File: src/rtl/decode_stage.sv
// decode_stage
//   Second pipeline stage between fetch and execute. Takes 32-bit instruction
//   words over a valid/ready handshake and joins two-word (extended-immediate)
//   instructions. Each instruction is decoded into a 25-bit control word,
//   register selects and a 32-bit immediate. The result sits in one output
//   register with its own valid/ready handshake. The stage supports flush and
//   a HALT stop state.
// Ports
//   clk, reset (async, active-low)
//   instr_in/instr_valid/pc_in/trg_next_instr : fetch-side handshake
//   flush                                      : synchronous discard
//   operation/imm/pc_out/illegal/op_valid/op_ready : execute-side handshake
module decode_stage (
  input  logic        clk,
  input  logic        reset,
  input  logic [31:0] instr_in,
  input  logic        instr_valid,
  input  logic [31:0] pc_in,
  output logic        trg_next_instr,
  input  logic        flush,
  output logic [24:0] operation,
  output logic [31:0] imm,
  output logic [31:0] pc_out,
  output logic        illegal,
  output logic        op_valid,
  input  logic        op_ready
);

  localparam logic [1:0] ST_RUN    = 2'd0;
  localparam logic [1:0] ST_EXT    = 2'd1;
  localparam logic [1:0] ST_HALTED = 2'd2;

  logic [1:0]  state_q, state_d;
  logic [31:0] hold_word_q, hold_word_d;
  logic [31:0] hold_pc_q, hold_pc_d;
  logic [24:0] operation_q, operation_d;
  logic [31:0] imm_q, imm_d;
  logic [31:0] pc_out_q, pc_out_d;
  logic        illegal_q, illegal_d;
  logic        op_valid_q, op_valid_d;

  logic        accept;
  logic        consume;
  logic [3:0]  cls;
  logic        ext_bit;
  logic        word_illegal;

  // Builds the control word from a first word; flags depend only on class.
  function automatic logic [24:0] decode_word(input logic [31:0] w);
    logic [24:0] op;
    op        = '0;
    op[24:22] = w[30:28];
    op[21:18] = w[27:24];
    op[12]    = w[15];
    op[11:8]  = w[23:20];
    op[7:4]   = w[19:16];
    case (w[31:28])
      4'd1: op[17] = 1'b1;
      4'd2: begin op[17] = 1'b1; op[13] = 1'b1; end
      4'd3: begin op[17] = 1'b1; op[16] = 1'b1; op[13] = 1'b1; end
      4'd4: begin op[15] = 1'b1; op[13] = 1'b1; end
      4'd5: begin op[14] = 1'b1; op[13] = 1'b1; end
      4'd6: begin op[14] = 1'b1; op[13] = 1'b1; op[17] = 1'b1; end
      default: ;
    endcase
    return op;
  endfunction

  // Ready is combinational from op_ready so a full output register can be
  // replaced on the same edge it drains.
  assign trg_next_instr = reset && !flush && (state_q != ST_HALTED) &&
                          (!op_valid_q || op_ready);

  assign accept  = instr_valid && trg_next_instr;
  assign consume = op_valid_q && op_ready;

  assign cls          = instr_in[31:28];
  assign ext_bit      = instr_in[15];
  assign word_illegal = cls[3] ||
                        (ext_bit && (cls == 4'd0 || cls == 4'd1 || cls == 4'd7));

  always_comb begin
    state_d     = state_q;
    hold_word_d = hold_word_q;
    hold_pc_d   = hold_pc_q;
    operation_d = operation_q;
    imm_d       = imm_q;
    pc_out_d    = pc_out_q;
    illegal_d   = illegal_q;
    op_valid_d  = op_valid_q;

    if (consume) begin
      op_valid_d = 1'b0;
    end

    if (flush) begin
      op_valid_d = 1'b0;
      state_d    = ST_RUN;
    end else if (accept) begin
      if (state_q == ST_EXT) begin
        // Second word is the immediate verbatim; its fields are not decoded.
        operation_d = decode_word(hold_word_q);
        imm_d       = instr_in;
        pc_out_d    = hold_pc_q;
        illegal_d   = 1'b0;
        op_valid_d  = 1'b1;
        state_d     = ST_RUN;
      end else if (!word_illegal && ext_bit) begin
        // Park the first word; output register is left untouched.
        hold_word_d = instr_in;
        hold_pc_d   = pc_in;
        state_d     = ST_EXT;
      end else begin
        operation_d = word_illegal ? 25'd0 : decode_word(instr_in);
        imm_d       = word_illegal ? 32'd0 : {{17{instr_in[14]}}, instr_in[14:0]};
        pc_out_d    = pc_in;
        illegal_d   = word_illegal;
        op_valid_d  = 1'b1;
        if (!word_illegal && cls == 4'd7) begin
          state_d = ST_HALTED;
        end
      end
    end
  end

  always_ff @(posedge clk or negedge reset) begin
    if (!reset) begin
      state_q     <= ST_RUN;
      hold_word_q <= '0;
      hold_pc_q   <= '0;
      operation_q <= '0;
      imm_q       <= '0;
      pc_out_q    <= '0;
      illegal_q   <= 1'b0;
      op_valid_q  <= 1'b0;
    end else begin
      state_q     <= state_d;
      hold_word_q <= hold_word_d;
      hold_pc_q   <= hold_pc_d;
      operation_q <= operation_d;
      imm_q       <= imm_d;
      pc_out_q    <= pc_out_d;
      illegal_q   <= illegal_d;
      op_valid_q  <= op_valid_d;
    end
  end

  assign operation = operation_q;
  assign imm       = imm_q;
  assign pc_out    = pc_out_q;
  assign illegal   = illegal_q;
  assign op_valid  = op_valid_q;

endmodule

File: config.mk
export PLATFORM = sky130hd
export DESIGN_NAME = decode_stage
export DESIGN_NICKNAME = d
export VERILOG_FILES = /design/src/rtl/decode_stage.sv
export SDC_FILE = /design/constraint.sdc
export NUM_CORES = 1
export LEC_CHECK = 0
export CAP_MARGIN = 25
export CORE_MARGIN = 1
export CORE_UTILIZATION = 57
export CTS_CLUSTER_DIAMETER = 150
export DETAILED_ROUTE_END_ITERATION = 8
export DONT_BUFFER_PORTS = 1
export PLACE_DENSITY = 0.82
export SYNTH_ARGS = -nofsm -noshare
export SYNTH_HDL_FRONTEND = slang
export SYNTH_SLANG_ARGS = --single-unit
File: constraint.sdc
create_clock -name clk -period 2 [get_ports clk]
set_clock_uncertainty 0.2 [all_clocks]
set_input_delay 0.3 -clock clk [delete_from_list [all_inputs] [get_ports clk]]
set_output_delay 0.3 -clock clk [all_outputs]
set_load 0.05 [all_outputs]
==> impl_metrics.py <==
metrics = {
    "synthesis": {
        "synthTopCellsByCount": "dfrtp_1 (138), nand2_1 (85), a21oi_1 (81)",
        "ys_ff_latch": 138,
        "ys_seq_area_share_pct": 57.7,
        "syn_area_sq_um": 5980,
        "avgSynthCellArea_sq_um": 10.9,
        "synth_top_area_share_pct": 57.7,
        "synthCells": 551,
        "synth_edf_count": 0,
        "synth-main-ff-cell": "dfrtp_1",
        "yosysMostFrequentCell": "dfrtp_1",
        "synth-async-reset-ratio_pct": 100,
        "synth_top_area_cell": "dfrtp_1",
        "yosys_warnings": 0,
        "synth.area.top_cells": "dfrtp_1 (58%), mux2_2 (7.7%), a21oi_1 (6.8%), a31oi_1 (5.5%), nand2_1 (5.3%)",
        "synth_cell_types": 45,
    },
    "critical_path": {
        "r2r_start": "op_valid",
        "critPathMaxStageDelay_ps": 400,
        "crit_type": "flip-flop to output port",
        "r2r_slack_ps": 40,
        "r2r_cells": 6,
        "cpMaxStageDelayCell": "dfrtp_2",
        "start_kind": "flip-flop",
        "regToRegEndpoint": "hold_pc_q[6]",
        "worstPathRequired_ps": 1500,
        "cpLargestDelayFamily": "flip-flops",
        "worstSetupEndpointType": "output port",
        "worstPathMaxFanout": 3,
        "crit_arrival_ps": 1500,
        "worst-path-buf-inv": 1,
        "cp_cell_sequence": "nor2b_4 > nor4b_4 > buf_6",
    },
    "die": {
        "fp.dieW_um": 104,
        "initial_utilization_pct": 58.5,
        "die_area_sq_um": 10900,
        "die_y_um": 104,
        "pin_count": 161,
        "core_area_sq_um": 10200,
        "rows": 37,
    },
    "layout": {
        "layout.nets": 683,
        "final_util_pct": 75.7,
        "design_area_sq_um": 7740,
        "area_growth_pct": 29.4,
        "drive_gt1_share_pct": 21.2,
    },
    "sta": {
        "drv_slew": 0,
        "fmax_ghz": 0.500,
        "final-setup-viol-count": 1,
        "min_period_ps": 2000,
        "period_share_pct": 100,
        "hold_ws_ps": -724,
        "tightest_slew_ps": 546,
        "setup_ws_ps": -1.81,
        "rsz0062_at_grt": "yes",
        "timing.final.hold_violations": 139,
        "relSlewSlack_pct": 63.6,
    },
    "clock_network": {
        "cts-root-buf": "clkbuf_8",
        "clk_latency_ps": 510,
        "clockBufferDepth": 2,
        "cts_made_buffers": 17,
        "clkTransAtPathRegs_ps": 60,
        "numClockSinks": 138,
        "htree_levels": 4,
        "cts_tree": "yes",
        "postCtsHoldBufs": 66,
    },
    "min_path": {
        "min_path_type": "input pin to asynchronous set/reset pin",
    },
    "pwr": {
        "vdd_drop_max_mv": 0.838,
        "p_leak_nw": 3.34,
        "switching_power_mw": 3.35,
        "clockPowerShare_pct": 36.6,
        "intPower_mw": 6.29,
        "swShare_pct": 34.7,
        "p_seq_share_pct": 52.3,
        "p_comb_share_pct": 11.2,
        "cellPowerDensity_nw_per_um2": 1250,
    },
    "drt": {
        "drtAntennaViolNets": 0,
        "drc_errors": 0,
        "firstDrtPassIters": 5,
        "num_vias": 4866,
        "drt_iter0_markers": 374,
        "wl_mm": 16.4,
        "viasPerCell": 6.36,
        "wire_per_inst_um": 21.5,
    },
    "global_routing": {
        "antenna_found_initial": 1,
        "grt_pass1_wl_mm": 25.7,
        "grt_pass1_vias": 5002,
        "gr-total-overflow": 0,
        "grtUsageTotal_pct": 30.3,
        "grt_max_degree": 141,
    },
    "placement": {
        "io_buffers": 0,
        "place_congestion": 0.822,
        "place_area_sq_um": 6250,
        "place_hpwl_mm": 9.12,
    },
    "flow_run": {
        "drv_cap": 0,
    },
    "run_status": {
        "violations": "hold timing, setup timing",
        "status": "finished with violations",
    },
}
layout by cell type (no fill, tap or decap), drive strengths merged, types with 2 or more instances in the layout:
master         n
buf           28
nand2b         6
a21oi         91
mux2          47
o21ai          2
nor2b          3
dfrtp        138
nand3          6
and2           2
a22oi         13
conb           4
xor2           2
nand2         85
a22o          15
a31oi         53
nor4           2
and3           2
bufinv         6
nor2           5
a32oi          3
dlygate4sd3   66
inv            2
clkinv         4
a2111oi        2
nor4b          2
clkbuf        23
diode          2
worst max path at each step:
stage / start / cells past startpoint / slack, ps / end
2_1_floorplan: op_valid / 2 / -140 / trg_next_instr
5_1_grt: op_valid / 3 / -90 / trg_next_instr
4_1_cts: op_valid / 3 / -50 / trg_next_instr
6_report: op_valid / 3 / -2 / trg_next_instr
3_5_place_dp: instr_in[30] / 5 / -150 / pc_out[23]
3_3_place_gp: instr_in[30] / 5 / -90 / imm[15]
timing repair:
| action | in CTS | in global routing |
|---|---|---|
| cloned | 0 | 3 |
| gates resized for setup | 7 | 17 |
| buffers inserted | 2 | 0 |
| endpoints found under the setup margin | 89 | 47 |
| endpoints found under the hold margin | 273 | 138 |
| pin swaps | 1 | 0 |
layout make-up:
class	instances	area (sq um)
tap	136	170
inverter	2	7.51
timing repair buffer	96	1050
multi-input combinational	359	2380
clock inverter	11	215
sequential	138	3450
antenna	2	5.00
clock buffer	21	459
fill	630	2490
layer usage:
layer	GRT usage, %	wire (um)	vias up
met5	0	0	-
met4	14.6	480	0
met3	10.8	1390	45
met2	47.1	8070	270
met1	37.6	6500	2440
li1	-	-	2111
power by group through the flow:
stage | clock network (mW) | registers [mW] | logic, mW
after global routing | 3.69 | 5.09 | 1.18
final | 3.53 | 5.04 | 1.08
after CTS | 3.56 | 5.02 | 1.02
after global placement | 0 | 5.03 | 0.814
after floorplan | 0 | 4.91 | 0.749
after detailed placement | 0 | 5.06 | 0.881
cell families (layout without fill, tap and decap cells):
kind of cell	count (synthesis)	count (layout)	share of synthesized area, %
AOI/OAI and AO/OA	186	186	19.6
xor gates and xnor gates	2	2	0.293
buffers and inverters	57	130	4.35
DFF	138	138	57.7
muxes	47	47	8.85
other	1	6	0.0627
and+or+nand+nor	120	120	9.10
metrics by stage:
stage          worst slack [ps]  hold slack (ps)  power [mW]  setup TNS (ps)  std cells
2_1_floorplan              -137             -196        5.66           -5360        554
3_3_place_gp              -85.4             -193        5.84           -4880        660
3_5_place_dp               -153             -194        5.94           -7680        660
4_1_cts                   -52.0             -746        9.61           -52.0        760
5_1_grt                   -93.5             -754        9.96            -205        764
6_report                  -1.81             -724        9.64           -1.81        765
registers in the layout, indices dropped and copies added (netlist names):
register	cells
state_q	2
hold_pc_q	32
imm	32
operation	21
illegal	1
hold_word_q	17
pc_out	32
op_valid	1
worst register-to-register path: cells and delay by family (launching register included):
kind | cells | cell delay, ps
and+or+nand+nor | 3 | 510
buffers and inverters | 2 | 420
DFF | 1 | 400
muxes | 1 | 300
Note: power is estimated with default switching activity, not from simulation.
